==> src/rtl/fetch_unit_pkg.sv <==
// Shared fetch-stage constants: zero word, fetch FSM encodings and PC increment.
package fetch_unit_pkg;
  localparam logic [31:0] WORD_ZERO     = 32'h0000_0000;
  localparam logic [1:0]  FETCH_S_REQ   = 2'd0;
  localparam logic [1:0]  FETCH_S_HOLD  = 2'd1;
  localparam logic [1:0]  FETCH_S_DRAIN = 2'd2;
  localparam logic [31:0] PC_INCR       = 32'd4;
endpackage

==> src/rtl/fetch_unit_if.sv <==
// Instruction-memory req/ready bus; master is the fetch stage, slave is the memory.
interface fetch_unit_if #(parameter int ADDR_W = 32);
  logic              req;
  logic [ADDR_W-1:0] addr;
  logic              ready;
  logic [31:0]       rdata;

  modport master (output req, addr, input ready, rdata);
  modport slave  (input req, addr, output ready, rdata);
endinterface

==> src/rtl/fetch_next_pc.sv <==
// Combinational next-PC sources: sequential pc+4 and the redirect target (jump beats branch).
module fetch_next_pc
  import fetch_unit_pkg::*;
#(
  parameter int ADDR_W = 32
) (
  input  logic [ADDR_W-1:0] pc,
  input  logic              branch_taken_i,
  input  logic [ADDR_W-1:0] branch_target_i,
  input  logic              jump_i,
  input  logic [25:0]       jump_index_i,
  input  logic [3:0]        jump_page_i,
  output logic [ADDR_W-1:0] pc_plus_4,
  output logic              redirect,
  output logic [ADDR_W-1:0] redirect_target
);
  logic [ADDR_W-1:0] jump_target;

  assign pc_plus_4       = pc + PC_INCR[ADDR_W-1:0];
  assign jump_target     = {jump_page_i, jump_index_i, 2'b00};
  assign redirect        = branch_taken_i | jump_i;
  assign redirect_target = jump_i ? jump_target : branch_target_i;
endmodule

==> src/rtl/fetch_unit.sv <==
// Instruction-fetch stage: owns the PC, talks to imem over req/ready, feeds IF/ID.
// Optional perf counters (fetched/stall/flush) enabled by defining FETCH_PERF_CNT_EN.
module fetch_unit
  import fetch_unit_pkg::*;
#(
  parameter logic [31:0] RESET_PC = 32'h0000_0000,
  parameter int          ADDR_W   = 32
) (
  input  logic              clk,
  input  logic              rst,
  input  logic              stall_i,
  input  logic              branch_taken_i,
  input  logic [ADDR_W-1:0] branch_target_i,
  input  logic              jump_i,
  input  logic [25:0]       jump_index_i,
  input  logic [3:0]        jump_page_i,
  fetch_unit_if.master      imem,
  output logic [31:0]       instruction_o,
  output logic [ADDR_W-1:0] pc_plus_4_o,
  output logic [3:0]        pc_page_o,
  output logic              if_id_write_o,
  output logic              flush_o
`ifdef FETCH_PERF_CNT_EN
  ,
  output logic [31:0]       perf_fetched_o,
  output logic [31:0]       perf_stall_o,
  output logic [31:0]       perf_flush_o
`endif
);
  logic [1:0]        state, state_d;
  logic [ADDR_W-1:0] pc, pc_d, drain_addr, pc_plus_4, redirect_target;
  logic [31:0]       hold_buf;
  logic              redirect, handover, capture;

  fetch_next_pc #(.ADDR_W(ADDR_W)) u_next_pc (
    .pc              (pc),
    .branch_taken_i  (branch_taken_i),
    .branch_target_i (branch_target_i),
    .jump_i          (jump_i),
    .jump_index_i    (jump_index_i),
    .jump_page_i     (jump_page_i),
    .pc_plus_4       (pc_plus_4),
    .redirect        (redirect),
    .redirect_target (redirect_target)
  );

  assign handover = !rst && !redirect && !stall_i &&
                    ((state == FETCH_S_REQ && imem.ready) || state == FETCH_S_HOLD);
  assign capture  = !redirect && stall_i && state == FETCH_S_REQ && imem.ready;

  always_comb begin
    state_d = state;
    pc_d    = pc;
    if (redirect) begin
      pc_d = redirect_target;
      // An unanswered request is still owed a response; swallow it in DRAIN.
      state_d = (state != FETCH_S_HOLD && !imem.ready) ? FETCH_S_DRAIN : FETCH_S_REQ;
    end else begin
      case (state)
        FETCH_S_REQ:   if (imem.ready) begin
                         if (stall_i) state_d = FETCH_S_HOLD;
                         else         pc_d    = pc_plus_4;
                       end
        FETCH_S_HOLD:  if (!stall_i) begin
                         state_d = FETCH_S_REQ;
                         pc_d    = pc_plus_4;
                       end
        FETCH_S_DRAIN: if (imem.ready) state_d = FETCH_S_REQ;
        default:       state_d = FETCH_S_REQ;
      endcase
    end
  end

  always_ff @(posedge clk or posedge rst) begin
    if (rst) begin
      state      <= FETCH_S_REQ;
      pc         <= RESET_PC[ADDR_W-1:0];
      drain_addr <= RESET_PC[ADDR_W-1:0];
      hold_buf   <= WORD_ZERO;
    end else begin
      state <= state_d;
      pc    <= pc_d;
      // Tracks the issued address so DRAIN keeps presenting the old request.
      if (state == FETCH_S_REQ) drain_addr <= pc;
      if (capture)              hold_buf   <= imem.rdata;
    end
  end

  assign imem.req      = !rst && (state == FETCH_S_REQ || state == FETCH_S_DRAIN);
  assign imem.addr     = rst ? '0 : (state == FETCH_S_DRAIN ? drain_addr : pc);
  assign flush_o       = !rst && redirect;
  assign if_id_write_o = flush_o || handover;
  assign instruction_o = !handover ? WORD_ZERO :
                         (state == FETCH_S_HOLD ? hold_buf : imem.rdata);
  assign pc_plus_4_o   = rst ? '0 : pc_plus_4;
  assign pc_page_o     = pc_plus_4_o[ADDR_W-1 -: 4];

  a_jump_branch_excl: assert property (@(posedge clk) disable iff (rst) !(jump_i && branch_taken_i));

`ifdef FETCH_PERF_CNT_EN
  always_ff @(posedge clk or posedge rst) begin
    if (rst) begin
      perf_fetched_o <= '0;
      perf_stall_o   <= '0;
      perf_flush_o   <= '0;
    end else begin
      if (handover) perf_fetched_o <= perf_fetched_o + 32'd1;
      if (state == FETCH_S_HOLD || (state == FETCH_S_REQ && !imem.ready))
        perf_stall_o <= perf_stall_o + 32'd1;
      if (redirect) perf_flush_o <= perf_flush_o + 32'd1;
    end
  end
`endif
endmodule

==> src/flat_wrapper.sv <==
// flat-port wrapper written by rule: the top's interface ports become plain ports
module fetch_unit_flat import fetch_unit_pkg::*;
#(
  parameter logic [31:0] RESET_PC = 32'h0000_0000,
  parameter int          ADDR_W   = 32
)
  (clk, rst, stall_i, branch_taken_i, branch_target_i, jump_i, jump_index_i, jump_page_i, instruction_o, pc_plus_4_o, pc_page_o, if_id_write_o, flush_o, imem_req, imem_addr, imem_ready, imem_rdata);
  fetch_unit_if #(.ADDR_W(ADDR_W)) imem_i ();
  input  logic clk;
  input  logic rst;
  input  logic stall_i;
  input  logic branch_taken_i;
  input  logic [ADDR_W-1:0] branch_target_i;
  input  logic jump_i;
  input  logic [25:0] jump_index_i;
  input  logic [3:0] jump_page_i;
  output logic [31:0] instruction_o;
  output logic [ADDR_W-1:0] pc_plus_4_o;
  output logic [3:0] pc_page_o;
  output logic if_id_write_o;
  output logic flush_o;
  output wire logic [$bits(imem_i.req)-1:0] imem_req;
  output wire logic [$bits(imem_i.addr)-1:0] imem_addr;
  input wire logic [$bits(imem_i.ready)-1:0] imem_ready;
  input wire logic [$bits(imem_i.rdata)-1:0] imem_rdata;
  assign imem_req = imem_i.req;
  assign imem_addr = imem_i.addr;
  assign imem_i.ready = imem_ready;
  assign imem_i.rdata = imem_rdata;
  fetch_unit #(.RESET_PC(RESET_PC), .ADDR_W(ADDR_W)) u_core (.clk(clk), .rst(rst), .stall_i(stall_i), .branch_taken_i(branch_taken_i), .branch_target_i(branch_target_i), .jump_i(jump_i), .jump_index_i(jump_index_i), .jump_page_i(jump_page_i), .imem(imem_i), .instruction_o(instruction_o), .pc_plus_4_o(pc_plus_4_o), .pc_page_o(pc_page_o), .if_id_write_o(if_id_write_o), .flush_o(flush_o));
endmodule
==> config.mk <==
export PLATFORM = sky130hd
export DESIGN_NAME = fetch_unit_flat
export DESIGN_NICKNAME = d
export VERILOG_FILES = /design/src/rtl/fetch_unit_pkg.sv /design/src/rtl/fetch_unit_if.sv /design/src/rtl/fetch_next_pc.sv /design/src/rtl/fetch_unit.sv /design/src/flat_wrapper.sv
export SDC_FILE = /design/constraint.sdc
export NUM_CORES = 1
export LEC_CHECK = 0
export ABC_CLOCK_PERIOD_IN_PS = 12600
export CAP_MARGIN = 20
export CORE_UTILIZATION = 30
export DETAILED_ROUTE_END_ITERATION = 8
export PLACE_DENSITY = 0.61
export SYNTH_ARGS = -nofsm -noshare
export SYNTH_HDL_FRONTEND = slang
export SYNTH_SLANG_ARGS = --single-unit
==> constraint.sdc <==
create_clock -name clk -period 12.6 [get_ports clk]
set_input_delay 3.78 -clock clk [delete_from_list [all_inputs] [get_ports clk]]
set_output_delay 3.78 -clock clk [all_outputs]
set_load 0.05 [all_outputs]
# Yosys cells after proc, flatten, opt, wreduce, memory -nomap -nowiden
# Index checks and enable logic that the tools add are counted.
word_totals:
  reg_bits: 98
  in_bits: 100
  wordCells: 51
op_classes:
  addsub: 1
  eq_ne: 7
  n_mux: 17
  bitwise_logic: 1
  n_reduce_logical: 21
ops:
  columns: ["operator", "n"]
  rows:
  - ["$mux 32", 9]
  - ["$pmux 32 s2", 1]
  - ["$add 32x3->32 const B", 1]
  - ["$mux 2", 6]
  - ["$ne 3x2->1 const B", 4]
  - ["$logic_and 1x1->1", 10]
  - ["$pmux 2 s3", 1]
  - ["$logic_not 1->1", 4]
  - ["$reduce_and 4->1", 1]
  - ["$logic_or 1x1->1", 3]
  - ["$reduce_bool 3->1", 1]
  - ["$eq 2x1->1 const B", 1]
  - ["$eq 2x2->1 const B", 1]
  - ["$logic_not 2->1", 1]
  - ["$ne 2x1->1 const B", 1]
  - ["$reduce_and 2->1", 1]
  - ["$or 1x1->1", 1]

# Longest topological paths before layout
depth:
  ltp_word: 6
  ltp_mapped: 8
  mapped_depth_nobuf: 6

# Modules after synthesis
# Synthesis repeated with hierarchy kept, for this count alone.
hier_totals:
  cells_unflattened: 632
  hier_area_um2: 6334.8
by_module_without_submodules:
  columns: ["mod", "instances", "cells_each", "area_per_inst_um2", "seq_area_each_um2"]
  rows:
  - ["fetch_unit", 1, 512, 5382.7, 2452.4]
  - ["fetch_next_pc", 1, 120, 952.2, 0.0]

# Worst setup path after synthesis
# Ideal clock, no wire load.
synth_path:
  path_kind: "in2out"
  from: "input rst"
  to: "output instruction_o[10]"
  t_arrival_ns: 7.520
  t_required_ns: 8.820
  path_slack_ns: 1.300
  stages: 5
  n_path_buf: 2
  path_cell_list: "clkbuf_1 -> inv_1 -> nand3_1 -> clkbuf_1 -> a21oi_1"
synth_via:
  elab_chain_cells: 5
synth_rtl:
  columns: ["item", "line", "source"]
  rows:
  - ["start, declared", "flat_wrapper.sv:10", "input logic rst;"]
  - ["$logic_not 1->1", "fetch_unit.sv:47", "assign handover = !rst && !redirect && !stall_i &&"]
  - ["$logic_and 1x1->1 (3 in series)", "fetch_unit.sv:47", null]
  - ["$mux 32", "fetch_unit.sv:93", "assign instruction_o = !handover ? WORD_ZERO :"]
  - ["end, declared", "flat_wrapper.sv:17", "output logic [31:0] instruction_o;"]
# No other way between the ends.

# Worst setup path in the final report
layout_path:
  from: "input branch_taken_i"
  to: "output if_id_write_o"
layout_via:
  elab_chain_cells: 6
  elab_cells_between_ends: 7
  cone_classes: "1 x bitwise; 6 x reduce/logical"
layout_rtl:
  columns: ["item", "line", "source"]
  rows:
  - ["start, declared", "flat_wrapper.sv:12", "input logic branch_taken_i;"]
  - ["$or 1x1->1 *", "fetch_next_pc.sv:21", "assign redirect = branch_taken_i | jump_i;"]
  - ["$logic_not 1->1", "fetch_unit.sv:47", null]
  - ["$logic_and 1x1->1 (3 in series)", "fetch_unit.sv:47", null]
  - ["$logic_or 1x1->1 *", "fetch_unit.sv:92", "assign if_id_write_o = flush_o || handover;"]
  - ["end, declared", "flat_wrapper.sv:20", "output logic if_id_write_o;"]
# Mark *: on every way between the ends. The rest lies on a longest branch, timed or not.

==> results.md <==
- Gr usage total: 19.17%
- GPL Wtd Cong: 0.8200
- Worst-margin pin slew: 1.038 ns
- Clk_skew: 0.009146 ns
- Yosys reg bits: 98
- Max stage delay on crit path: 0.74 ns
- Ys flop type: dfrtp_1
- Leak: 3.383 nW
- Initial antenna violation count: 1
- Placed instance area: 8486 um^2
- Number of library cell types mapped by synthesis: 55
- Setup violators final: 0
- Post-synthesis sequential area ratio: 38.65%
- I/O Pins: 203
- Async set-reset flop share out of synthesis: 100.0%
- Syn Std Cell Area: 6345 um^2
- Relative slew slack: 30.63%
- Critical-path cell list: clkdlybuf4s50_1 > buf_4 > inv_1 > nand2_1 > nor2_1 > nor2_1 > clkdlybuf4s50_1
- Layout cells sized above 1: 14.13%
- Drc violations: 0
- Hold buffers post-CTS: 0
- Power Dens Cells: 117.1 nW/um^2
- Register area: 2452 um^2
- First-pass GRT wire length: 32180 um
- Synth top area cells: dfrtp_1, mux2_2, nand2_1
- Largest net degree at the start of global routing: 64
- Die area: 21740 um^2
- P&R area growth vs syn: 38.32%
- Vias in the first global route: 5656
- Routed len/inst: 17.48 um
- Share of the synthesized area in the top cell type: 38.65%
- Initial core utilization: 30.96%
- Setup Crit Path Kind: in2out
- Clock Path Buffers: 2
- # H-tree levels: 3
- CTS Sinks: 98
- Layout net count: 1002
- Die span in y: 147.4 um
- Sum Neg Setup Slack: 0 ns
- Slowest CP cell: clkdlybuf4s50_1
- Worst Hold Depth: 1
- Post-DP HPWL: 14710 um
- Fill count: 2032
- Worst setup SP type: input pin
- TritonCTS Buffers: 9
- Final Max Tran Viols: 0
- FMAX: 93.11 MHz
- Via count: 5875
- Final hold vios: 0
- Width of the die: 147.4 um
- Clock Latency Late Sink: 0.35 ns
- Total grt overflow: 0
- Crit path capture type: primary output
- Worst EP arrival: 6.96 ns
- Post_cts resized: 0
- Initial DRC Count: 337
- IO buf count: 202
- Worst-path clk slew: 0.06 ns
- Syn Area/Cell: 8.482 um^2
- Final Cell Area: 8776 um^2
- Synth warnings: 0
- Max cap viols: 0
- Tcrit/Tclk final: 85.24%
- WL final: 20580 um
- Min Tclk post-route: 10.74 ns
- Syn Nets: 849
- Row cnt: 52
- Unrepaired setup endpoints after global routing: no
- Multi-input logic area: 3548 um^2
- HP Class: reg2reg
- Root Buffer: clkbuf_16
- EDFF count, synth: 0
- Post-route ant nets: 0
- Vias per std cell: 4.992
- CP required: 8.82 ns
- R2r worst-path depth: 6
- Maximum fanout along the worst path: 20
- Synth cell count leaders: nand2_1, dfrtp_1, a21oi_1
- Cell with the most instances after synthesis: nand2_1
- VDD IR-drop max: 0.00006446 V
- Post-synthesis cell count: 748
- Area of the core: 20490 um^2
- Outcome: finished, final reports clean
- TritonCTS clock tree: yes
- Synth area leader: dfrtp_1
- Setup bufs post-CTS: 0
- Initial DRT Pass Iterations: 4
==> layout by cell type (no fill, tap or decap), drive strengths merged, types with 4 or more instances in the layout <==
cell / count
a21oi: 85
clkdlybuf4s50: 201
nor2: 71
nand2: 147
nor4: 9
nand3: 10
mux2: 66
clkbuf: 10
and3: 5
o21ai: 40
xor2: 9
inv: 8
and4: 5
nand4: 13
nor2b: 5
buf: 15
o2bb2ai: 15
mux2i: 4
nor3: 10
xnor2: 28
dfrtp: 98
or3: 16
==> worst max-delay path, delay by kind of cell <==
family                 cells  cell delay [ns]
buffers and inverters      4             1.80
AND/OR/NAND/NOR            3             1.35
==> sequential cells by signal, indices dropped and copies added (netlist names) <==
signal	cells
u_core.drain_addr	32
u_core.pc	32
u_core.state	2
u_core.hold_buf	32
==> cell families (layout without fill, tap and decap cells) <==
kind of cell | after synthesis | after routing | synth area share, %
compound gates | 160 | 160 | 14.57
simple gates | 302 | 302 | 23.51
flops | 98 | 98 | 38.65
xor+xnor | 37 | 37 | 5.108
other cells | 0 | 1 | 0
fa+ha+maj | 1 | 1 | 0.1972
mux | 70 | 70 | 12.34
buf+inv | 80 | 238 | 5.620
==> path summary, 6_finish.rpt <==
| check | from | end | slack (ns) |
|---|---|---|---|
| worst max-delay path | branch_taken_i | if_id_write_o | 1.86 |
| worst min-delay path | u_core.hold_buf[1] | u_core.hold_buf[1] | 0.51 |
| worst max register to register | u_core.pc[2] | u_core.pc[24] | 10.10 |
| worst min register to register | u_core.hold_buf[1] | u_core.hold_buf[1] | 0.51 |
| max in group asynchronous | rst | u_core.hold_buf[19] | 7.56 |
| min in group asynchronous | rst | u_core.drain_addr[27] | 3.80 |
==> area by class of cell <==
class	count	area share (%)
flip-flops and latches	98	27.94
multi-input cells	570	40.43
well taps	270	3.849
clock inverters	6	0.5560
clock buffers	10	2.723
diodes	1	0.02851
repair buffers	216	24.18
inverters	6	0.2851
==> power by group <==
| part | switching [W] | internal [W] | leakage (nW) |
|---|---|---|---|
| sequential | 0.0000482 | 0.000369 | 1.11 |
| clock | 0.000130 | 0.000141 | 0.132 |
| combinational | 0.000196 | 0.000144 | 2.14 |
| total | 0.000374 | 0.000654 | 3.38 |
==> through the flow <==
step                hold WS (ns)  power (W)  std cells  utilization [%]  setup WS [ns]
floorplan                 0.4792  0.0006440        748                -          1.300
global placement          0.4874  0.0007579       1160            41.40          1.915
detailed placement        0.4929  0.0007626       1160            41.40          1.799
CTS                       0.5092   0.001039       1176            42.81          1.794
global route              0.5145   0.001080       1177            42.82          1.585
finish                    0.5080   0.001027       1177            42.82          1.860
==> layer usage <==
metal	share of wire [%]	global-route usage, %
met4	3.3	7.320
met3	6.0	4.105
met2	45	29.76
met1	45	26.05
met5	0	0
No activity file was read; power rests on OpenSTA's default activity.
